$ cat config.mk
export PLATFORM = sky130hd
export DESIGN_NAME = seg7_multi_digit_ctrl
export DESIGN_NICKNAME = d
export VERILOG_FILES = /design/src/rtl/seg7_pkg.sv /design/src/rtl/seg7_nibble_enc.sv /design/src/rtl/seg7_multi_digit_ctrl.sv
export SDC_FILE = /design/constraint.sdc
export NUM_CORES = 1
export LEC_CHECK = 0
export BUFFER_PORTS_ARGS = -buffer_cell sky130_fd_sc_hd__buf_4
export CAP_MARGIN = 20
export CORE_MARGIN = 2
export CORE_UTILIZATION = 50
export DETAILED_ROUTE_END_ITERATION = 10
export HOLD_SLACK_MARGIN = 0.02
export PLACE_DENSITY = 0.77
export SLEW_MARGIN = 40
export SYNTH_ARGS = -nofsm -noshare
export SYNTH_HDL_FRONTEND = slang
export SYNTH_HIERARCHICAL = 1
export SYNTH_SLANG_ARGS = --single-unit
export TNS_END_PERCENT = 50
$ cat constraint.sdc
create_clock -name clk -period 4.5 [get_ports clk]
set_input_delay 0.9 -clock clk [delete_from_list [all_inputs] [get_ports clk]]
set_output_delay 0.9 -clock clk [all_outputs]
set_load 0.05 [all_outputs]
$ cat src/rtl/seg7_pkg.sv
// Shared types and constants for the multi-digit seven-segment driver.
package seg7_pkg;

    typedef enum logic [1:0] {
        IDLE = 2'd0,
        CONV = 2'd1,
        LOAD = 2'd2
    } state_t;

    // Active-low segment patterns, bit order g,f,e,d,c,b,a.
    localparam logic [6:0] SEG_0     = ~7'b0111111;
    localparam logic [6:0] SEG_1     = ~7'b0000110;
    localparam logic [6:0] SEG_2     = ~7'b1011011;
    localparam logic [6:0] SEG_3     = ~7'b1001111;
    localparam logic [6:0] SEG_4     = ~7'b1100110;
    localparam logic [6:0] SEG_5     = ~7'b1101101;
    localparam logic [6:0] SEG_6     = ~7'b1111101;
    localparam logic [6:0] SEG_7     = ~7'b0000111;
    localparam logic [6:0] SEG_8     = ~7'b1111111;
    localparam logic [6:0] SEG_9     = ~7'b1101111;
    localparam logic [6:0] SEG_A     = ~7'b1110111;
    localparam logic [6:0] SEG_B     = ~7'b1111100;
    localparam logic [6:0] SEG_C     = ~7'b0111001;
    localparam logic [6:0] SEG_D     = ~7'b1011110;
    localparam logic [6:0] SEG_E     = ~7'b1111001;
    localparam logic [6:0] SEG_F     = ~7'b1110001;
    localparam logic [6:0] SEG_DASH  = 7'h3F;
    localparam logic [6:0] SEG_BLANK = 7'h7F;

    // Number of BCD digits needed so that a w-bit binary value never loses bits.
    function automatic int bcd_digits(input int w);
        return (w + 2) / 3;
    endfunction

endpackage

$ cat src/rtl/seg7_nibble_enc.sv
// Combinational 4-bit to active-low seven-segment encoder (0-9, A-F).
module seg7_nibble_enc
    import seg7_pkg::*;
(
    input  logic [3:0] nibble,
    output logic [6:0] seg_n
);

    // Full sixteen-entry lookup; decimal digits simply never reach A-F.
    always_comb begin
        seg_n = SEG_BLANK;
        case (nibble)
            4'h0: seg_n = SEG_0;
            4'h1: seg_n = SEG_1;
            4'h2: seg_n = SEG_2;
            4'h3: seg_n = SEG_3;
            4'h4: seg_n = SEG_4;
            4'h5: seg_n = SEG_5;
            4'h6: seg_n = SEG_6;
            4'h7: seg_n = SEG_7;
            4'h8: seg_n = SEG_8;
            4'h9: seg_n = SEG_9;
            4'hA: seg_n = SEG_A;
            4'hB: seg_n = SEG_B;
            4'hC: seg_n = SEG_C;
            4'hD: seg_n = SEG_D;
            4'hE: seg_n = SEG_E;
            4'hF: seg_n = SEG_F;
            default: seg_n = SEG_BLANK;
        endcase
    end

endmodule

$ cat src/rtl/seg7_multi_digit_ctrl.sv
// Multi-digit seven-segment driver: sequential binary-to-BCD (shift-add-3)
// or hex pass-through, with leading-zero blanking and overflow dashes.
module seg7_multi_digit_ctrl #(
    parameter int DIGITS = 4,
    parameter int IN_W   = 16
) (
    input  logic                  clk,
    input  logic                  rst_n,
    input  logic                  in_valid,
    output logic                  in_ready,
    input  logic [IN_W-1:0]       in_value,
    input  logic                  in_hex,
    input  logic                  in_blank_lz,
    output logic [7*DIGITS-1:0]   seg_n,
    output logic                  ovf,
    output logic                  done
);
    import seg7_pkg::*;

    localparam int NB = bcd_digits(IN_W);
    localparam int BW = 4 * NB;
    localparam int DW = 4 * DIGITS;
    localparam int CW = $clog2(IN_W + 1);

    state_t                 state_reg, state_next;
    logic [CW-1:0]          cnt_reg, cnt_next;
    logic [BW-1:0]          bcd_reg, bcd_next;
    logic [IN_W-1:0]        val_reg, val_next;
    logic                   hex_reg, hex_next;
    logic                   blz_reg, blz_next;
    logic [7*DIGITS-1:0]    seg_n_reg, seg_n_next;
    logic                   ovf_reg, ovf_next;
    logic                   done_reg, done_next;

    logic [BW-1:0]          bcd_adj;
    logic [DW+BW-1:0]       bcd_ext;
    logic [DW+IN_W-1:0]     hex_ext;
    logic [DW-1:0]          shown;
    logic                   ovf_calc;
    logic [DIGITS-1:0]      nz_from;
    logic [7*DIGITS-1:0]    enc_seg;
    logic [7*DIGITS-1:0]    seg_disp;

    // Add-3 correction for every BCD nibble that would exceed 9 after the shift.
    genvar gi;
    generate
        for (gi = 0; gi < NB; gi++) begin : g_adj
            assign bcd_adj[4*gi +: 4] = (bcd_reg[4*gi +: 4] >= 4'd5)
                                      ? bcd_reg[4*gi +: 4] + 4'd3
                                      : bcd_reg[4*gi +: 4];
        end
    endgenerate

    // Zero-extend both sources above the displayed width so the overflow
    // slices exist for every legal DIGITS/IN_W combination.
    assign bcd_ext  = {{DW{1'b0}}, bcd_reg};
    assign hex_ext  = {{DW{1'b0}}, val_reg};
    assign shown    = hex_reg ? hex_ext[DW-1:0] : bcd_ext[DW-1:0];
    assign ovf_calc = hex_reg ? (|hex_ext[DW+IN_W-1:DW]) : (|bcd_ext[DW+BW-1:DW]);

    // Per-digit encode plus blank/dash selection.
    generate
        for (gi = 0; gi < DIGITS; gi++) begin : g_dig
            seg7_nibble_enc u_enc (
                .nibble (shown[4*gi +: 4]),
                .seg_n  (enc_seg[7*gi +: 7])
            );

            // Any nonzero digit at this position or above keeps this digit lit.
            assign nz_from[gi] = |shown[DW-1:4*gi];

            if (gi == 0) begin : g_lsd
                assign seg_disp[6:0] = ovf_calc ? SEG_DASH : enc_seg[6:0];
            end else begin : g_upper
                assign seg_disp[7*gi +: 7] = ovf_calc                 ? SEG_DASH  :
                                             (blz_reg && !nz_from[gi]) ? SEG_BLANK :
                                             enc_seg[7*gi +: 7];
            end
        end
    endgenerate

    // State and datapath registers; reset aborts any conversion and blanks the display.
    always_ff @(posedge clk or negedge rst_n) begin
        if (!rst_n) begin
            state_reg <= IDLE;
            cnt_reg   <= '0;
            bcd_reg   <= '0;
            val_reg   <= '0;
            hex_reg   <= 1'b0;
            blz_reg   <= 1'b0;
            seg_n_reg <= {DIGITS{SEG_BLANK}};
            ovf_reg   <= 1'b0;
            done_reg  <= 1'b0;
        end else begin
            state_reg <= state_next;
            cnt_reg   <= cnt_next;
            bcd_reg   <= bcd_next;
            val_reg   <= val_next;
            hex_reg   <= hex_next;
            blz_reg   <= blz_next;
            seg_n_reg <= seg_n_next;
            ovf_reg   <= ovf_next;
            done_reg  <= done_next;
        end
    end

    // Next-state and datapath control: accept in IDLE, shift in CONV, publish in LOAD.
    always_comb begin
        state_next = state_reg;
        cnt_next   = cnt_reg;
        bcd_next   = bcd_reg;
        val_next   = val_reg;
        hex_next   = hex_reg;
        blz_next   = blz_reg;
        seg_n_next = seg_n_reg;
        ovf_next   = ovf_reg;
        done_next  = 1'b0;
        case (state_reg)
            IDLE: begin
                if (in_valid) begin
                    val_next = in_value;
                    hex_next = in_hex;
                    blz_next = in_blank_lz;
                    if (in_hex) begin
                        state_next = LOAD;
                    end else begin
                        bcd_next   = '0;
                        cnt_next   = CW'(IN_W);
                        state_next = CONV;
                    end
                end
            end
            CONV: begin
                bcd_next = {bcd_adj[BW-2:0], val_reg[IN_W-1]};
                val_next = {val_reg[IN_W-2:0], 1'b0};
                cnt_next = cnt_reg - CW'(1);
                if (cnt_reg == CW'(1)) begin
                    state_next = LOAD;
                end
            end
            LOAD: begin
                seg_n_next = seg_disp;
                ovf_next   = ovf_calc;
                done_next  = 1'b1;
                state_next = IDLE;
            end
            default: state_next = IDLE;
        endcase
    end

    assign in_ready = (state_reg == IDLE);
    assign seg_n    = seg_n_reg;
    assign ovf      = ovf_reg;
    assign done     = done_reg;

endmodule

==> impl_metrics.env, run 1 <==
export IMPL_status="completed"
export IMPL_report_final_slew_viol_count=0
export IMPL_overflow=0
export IMPL_syn_inst=495
export IMPL_hold_violations=0
export IMPL_initial_core_util=0.516
export IMPL_grt_pass1_vias=3714
export IMPL_netlist_area_sq_mm=0.00506
export IMPL_n_fill_cell=853
export IMPL_n_antenna_cell=0
export IMPL_pin_count=52
export IMPL_first_iter_violations=203
export IMPL_cts_resized_gates=0
export IMPL_crit_arrival_ps=3100
export IMPL_fin_cells=670
export IMPL_wl_microns=10700
export IMPL_tritoncts="yes"
export IMPL_synth_edf_count=0
export IMPL_postRouteAntennaNets=0
export IMPL_grt_max_degree=80
export IMPL_vias=3849
export IMPL_clk_pin_slew_worst_paths_ps=90
export IMPL_htree_levels=3
export IMPL_seq_area_frac_synth=0.397
export IMPL_min_period_ps=2790
export IMPL_largest_register_ff_count=28
export IMPL_place_inst=653
export IMPL_setup_viol=0
export IMPL_hp_class="register to register"
export IMPL_drive_gt1_frac=0.242
export IMPL_grt_pass1_wl_microns=18100
export IMPL_hpwl_microns=7470
export IMPL_antenna_found_initial=0
export IMPL_worstMarginPinSlew_ps=777
export IMPL_fin_skew_ps=9.78
export IMPL_path_class="register to register"
export IMPL_clk_path_buf_depth=2
export IMPL_clock_sinks=79
export IMPL_fp_dieW_microns=105
export IMPL_cp_common_cell="inv_1"
export IMPL_cts_setup_buffers=0
export IMPL_synthFlopType="dfrtp_1"
export IMPL_syn_num_nets=559
export IMPL_grt_use_total=0.206
export IMPL_ys_ff_latch=79
export IMPL_die_area_sq_mm=0.0109
export IMPL_rsz0062_at_grt="no"
export IMPL_worstReg2RegStart="hex_reg"
export IMPL_slew_headroom=0.481
export IMPL_crit_required_ps=4800
export IMPL_die_h_microns=105
export IMPL_critPathSlowestCell="o21ai_0"
export IMPL_routedWlPerCell_microns=16.0
export IMPL_tns_ps=0
export IMPL_finalCritPeriodShare=0.621
export IMPL_avgSynthCellArea_sq_um=10.2
export IMPL_core_region_area_sq_mm=0.00982
export IMPL_placementRows=36
export IMPL_cp_cell_sequence="o21ai_0 > inv_1 > ha_1 > inv_1 > mux4_1 > o32a_1"
export IMPL_clk_latency_ps=370
export IMPL_startpoint="hex_reg"
export IMPL_gp_congestion=0.846
export IMPL_layout_nets=596
export IMPL_post_drt_via_cell_ratio=5.74
export IMPL_fin_util=0.580
export IMPL_ys_warnings_count=6
export IMPL_cp_end_kind="register"
export IMPL_areaGrowthSynthToFinish_pct=12.5
export IMPL_timing_fmax_ghz=0.358
export IMPL_cts_hold_buf=0
export IMPL_min_from="seg_n[27]"
export IMPL_yosysUniqueCellTypes=55
export IMPL_clock_root_buffer="clkbuf_8"
export IMPL_cp_slowest_stage_delay_ps=660
export IMPL_crit_path_max_fanout=28
export IMPL_finalInstanceArea_sq_mm=0.00570
export IMPL_place_area_sq_mm=0.00547
export IMPL_drc=0
export IMPL_cts_buffers=9
export IMPL_maxCapViolations=0
export IMPL_drtPass1Iterations=4
export IMPL_critPathLaunchType="register"
export IMPL_io_buffers=51
export IMPL_async_flop_share=1.00
==> layer usage <==
metal	vias up	routed length, microns	track usage	share of wire
li1	1847	-	-	-
met1	1901	4800	0.270	0.45
met2	80	5290	0.338	0.49
met3	21	382	0.0349	0.036
met4	0	243	0.0848	0.023
met5	-	0	0	0
==> Yosys cell counts, drive strengths merged (12+ instances only) <==
master / instances / area (sq um)
buf: 15 / 116
nor2: 25 / 96.4
o22ai: 12 / 75.1
ha: 43 / 538
o22a: 12 / 105
mux2: 16 / 184
a21oi: 15 / 78.8
clkbuf: 12 / 45.0
dfstp: 28 / 736
inv: 36 / 135
dfrtp: 51 / 1280
mux2i: 35 / 350
o21ai: 51 / 255
nand2: 40 / 150
==> cell usage in the layout, fill, tap and decap left out, drive strengths merged, types with 5 or more instances in the layout <==
| master | Yosys | layout |
|---|---|---|
| o21ai | 51 | 51 |
| mux2 | 16 | 16 |
| nand2b | 11 | 11 |
| buf | 15 | 53 |
| a31oi | 9 | 9 |
| o22ai | 12 | 12 |
| a21oi | 15 | 15 |
| mux2i | 35 | 35 |
| nor2 | 25 | 25 |
| o22a | 12 | 12 |
| xnor2 | 6 | 6 |
| a32o | 8 | 8 |
| clkbuf | 12 | 9 |
| a22o | 10 | 10 |
| dfrtp | 51 | 51 |
| o31ai | 5 | 5 |
| ha | 43 | 43 |
| nand2 | 40 | 40 |
| o32a | 6 | 6 |
| dfstp | 28 | 28 |
| inv | 36 | 37 |
==> kinds of logic (layout without fill, tap and decap cells) <==
| group | after synthesis | after routing | share of synthesized area |
|---|---|---|---|
| adders and majority gates | 43 | 43 | 0.106 |
| xor gates and xnor gates | 10 | 10 | 0.0173 |
| AOI/OAI and AO/OA | 140 | 140 | 0.190 |
| and+or+nand+nor | 106 | 106 | 0.109 |
| DFF | 79 | 79 | 0.397 |
| buffers and inverters | 63 | 105 | 0.0586 |
| muxes | 54 | 54 | 0.121 |
==> per-stage QoR <==
| stage | hold slack, ps | setup slack (ps) |
|---|---|---|
| 4_1_cts | 479 | 1520 |
| 6_report | 475 | 1710 |
| 5_1_grt | 509 | 1590 |
| 3_5_place_dp | 467 | 1490 |
| 2_1_floorplan | 465 | 1790 |
| 3_3_place_gp | 458 | 1670 |
==> final timing paths <==
check	end	slack, ps	cells past startpoint
worst min-delay path	seg_n[27]	480	2
min in group asynchronous	done	550	1
max in group asynchronous	hex_reg	3400	1
worst max-delay path	seg_n[17]	1710	6
worst max register to register	seg_n[17]	1710	6
worst min register to register	seg_n[27]	480	2
==> area by class of cell <==
| type | instances | area, sq um | share of cell area |
|---|---|---|---|
| timing repair buffer | 53 | 422 | 0.0740 |
| clock inverter | 7 | 72.6 | 0.0127 |
| sequential | 79 | 2010 | 0.353 |
| multi-input combinational | 353 | 2760 | 0.485 |
| inverter | 36 | 135 | 0.0237 |
| tap | 133 | 166 | 0.0292 |
| clock buffer | 9 | 124 | 0.0217 |
==> worst max-delay path: cells and delay by family (launching register included) <==
kind,cells,cell delay (ps)
buf+inv,2,290
flops,1,600
mux,1,470
compound gates,2,1010
fa+ha+maj,1,350
Power of run 1 is not shown: default switching activity piles up to over one toggle a cycle in this logic, so the estimate is an artifact.
==> inputs of run 2 (changes only) <==
Settings changed: ABC_AREA from default to 1.
Clock period 4.5 ns to 2.81 ns, I/O delays scaled along.
==> impl_metrics.env, run 2 <==
export IMPL_clk_path_buf_depth=2
export IMPL_ys_warnings_count=6
export IMPL_synth_top_family_by_area="simple AND/OR/NAND/NOR gates"
export IMPL_layout_nets=807
export IMPL_synth_adder_area_share=0.104
export IMPL_worstReg2RegStart="hex_reg"
export IMPL_yosysUniqueCellTypes=34
export IMPL_routedWlPerCell_microns=12.7
export IMPL_min_period_ps=2090
export IMPL_path_class="register to register"
export IMPL_tns_ps=0
export IMPL_vias=4526
export IMPL_wl_microns=11200
export IMPL_synth_top_area_frac=0.246
export IMPL_synthFlopType="dfrtp_1"
export IMPL_clock_root_buffer="clkbuf_8"
export IMPL_fp_dieW_microns=106
export IMPL_tritoncts="yes"
export IMPL_drtPass1Iterations=5
export IMPL_worstMarginPinSlew_ps=741
export IMPL_syn_num_nets=763
export IMPL_synth_compound_area_frac=0.148
export IMPL_seq_area_frac_synth=0.387
export IMPL_post_drt_via_cell_ratio=5.12
export IMPL_status="completed"
export IMPL_crit_path_max_fanout=6
export IMPL_postRouteAntennaNets=0
export IMPL_rsz0062_at_grt="no"
export IMPL_grt_use_total=0.217
export IMPL_n_antenna_cell=0
export IMPL_async_flop_share=1.00
export IMPL_yosys_area_share_simple=0.245
export IMPL_largest_register_ff_count=28
export IMPL_grt_max_degree=80
export IMPL_yosys_area_top_type="dfrtp_1"
export IMPL_first_iter_violations=285
export IMPL_initial_core_util=0.510
export IMPL_cts_setup_buffers=0
export IMPL_grt_pass1_wl_microns=19800
export IMPL_maxCapViolations=0
export IMPL_clk_pin_slew_worst_paths_ps=80
export IMPL_crit_arrival_ps=2390
export IMPL_synthTopCellsByArea="dfrtp_1 (25%), dfstp_2 (14%), nand2_1 (14%)"
export IMPL_syn_inst=699
export IMPL_antenna_found_initial=0
export IMPL_synthMuxAreaShare=0.00217
export IMPL_n_fill_cell=946
export IMPL_clk_latency_ps=360
export IMPL_timing_fmax_ghz=0.478
export IMPL_critPathLaunchType="register"
export IMPL_mostFrequentLayoutCell="nand2_1"
export IMPL_grt_pass1_vias=4463
export IMPL_ys_ff_latch=79
export IMPL_netlist_area_sq_mm=0.00520
export IMPL_yosysMostFrequentCell="nand2_1"
export IMPL_hp_class="primary input to async pin"
export IMPL_synth_edf_count=0
export IMPL_die_area_sq_mm=0.0112
export IMPL_cts_buffers=9
export IMPL_synth_common_cells="nand2_1 (187), inv_1 (95), o21ai_0 (74), nor2_1 (54), dfrtp_1 (51)"
export IMPL_crit_required_ps=3100
export IMPL_clock_sinks=79
export IMPL_drive_gt1_frac=0.166
export IMPL_hold_violations=0
export IMPL_htree_levels=3
export IMPL_core_region_area_sq_mm=0.0102
export IMPL_drc=0
export IMPL_startpoint="hex_reg"
export IMPL_synth_xor_area_frac=0.0101
export IMPL_io_buffers=51
export IMPL_overflow=0
export IMPL_cp_end_kind="register"
export IMPL_hpwl_microns=7970
export IMPL_placementRows=37
export IMPL_pin_count=52
export IMPL_report_final_slew_viol_count=0
export IMPL_die_h_microns=106
export IMPL_cts_hold_buf=0
export IMPL_setup_viol=0
export IMPL_slew_headroom=0.500
export IMPL_avgSynthCellArea_sq_um=7.43
export IMPL_areaGrowthSynthToFinish_pct=12.8
export IMPL_gp_congestion=0.853
export IMPL_layout_common_cells="nand2_1 (186), inv_1 (95), o21ai_0 (74)"
export IMPL_finalCritPeriodShare=0.745
export IMPL_cts_resized_gates=0
export IMPL_fin_skew_ps=11.7
-- run 2: per-stage QoR --
| stage | instance area [sq um] | hold slack [ps] | instances | setup slack (ps) | util |
|---|---|---|---|---|---|
| CTS | 5860 | 260 | 884 | 622 | 0.575 |
| detailed placement | 5650 | 463 | 868 | 676 | 0.555 |
| finish | 5860 | 236 | 884 | 718 | 0.576 |
| global route | 5860 | 287 | 884 | 524 | 0.576 |
| global placement | 5650 | 460 | 868 | 787 | 0.555 |
| floorplan | 5200 | 266 | 699 | 848 | - |
-- run 2: worst paths after layout --
check                             endpoint  slack [ps]  cells past startpoint
max in group asynchronous       val_reg[9]        2100                      1
worst max register to register    seg_n[0]         720                      8
worst max-delay path              seg_n[0]         720                      8
worst min-delay path                   ovf         240                      1
worst min register to register    seg_n[6]         470                      2
min in group clk                val_reg[0]         430                      3
-- run 2: worst max-delay path, cell delays in order, from the launching register on --
cell and delay, ps:
dfrtp_1 440, o21ai_0 630, inv_1 240, ha_1 250, inv_1 90, nand2_1 80
nand3_1 80, nand2_1 50, o22a_1 170
-- run 2: per-layer routing --
| metal | global-route usage | part of all wire | routed length, microns |
|---|---|---|---|
| met1 | 0.277 | 0.46 | 5150 |
| met2 | 0.374 | 0.49 | 5490 |
| met3 | 0.0294 | 0.031 | 344 |
| met4 | 0.0865 | 0.018 | 202 |
| met5 | 0 | 0 | 0 |
-- run 2: cell families after synthesis --
group                      count (synthesis)
xor gates and xnor gates                   6
DFF                                       79
and+or+nand+nor                          305
adders and majority gates                 43
buffers and inverters                    127
AOI/OAI and AO/OA                        138
muxes                                      1
-- run 2: final cells by class --
| cell class | count | area (sq um) | share of cell area |
|---|---|---|---|
| clock buffers | 12 | 135 | 0.0231 |
| clock inverters | 4 | 72.6 | 0.0124 |
| inverters | 102 | 384 | 0.0655 |
| multi-input cells | 493 | 2650 | 0.452 |
| flip-flops and latches | 79 | 2010 | 0.343 |
| well taps | 136 | 170 | 0.0290 |
| repair buffers | 58 | 439 | 0.0749 |
Power of run 2 is left out for the same reason.
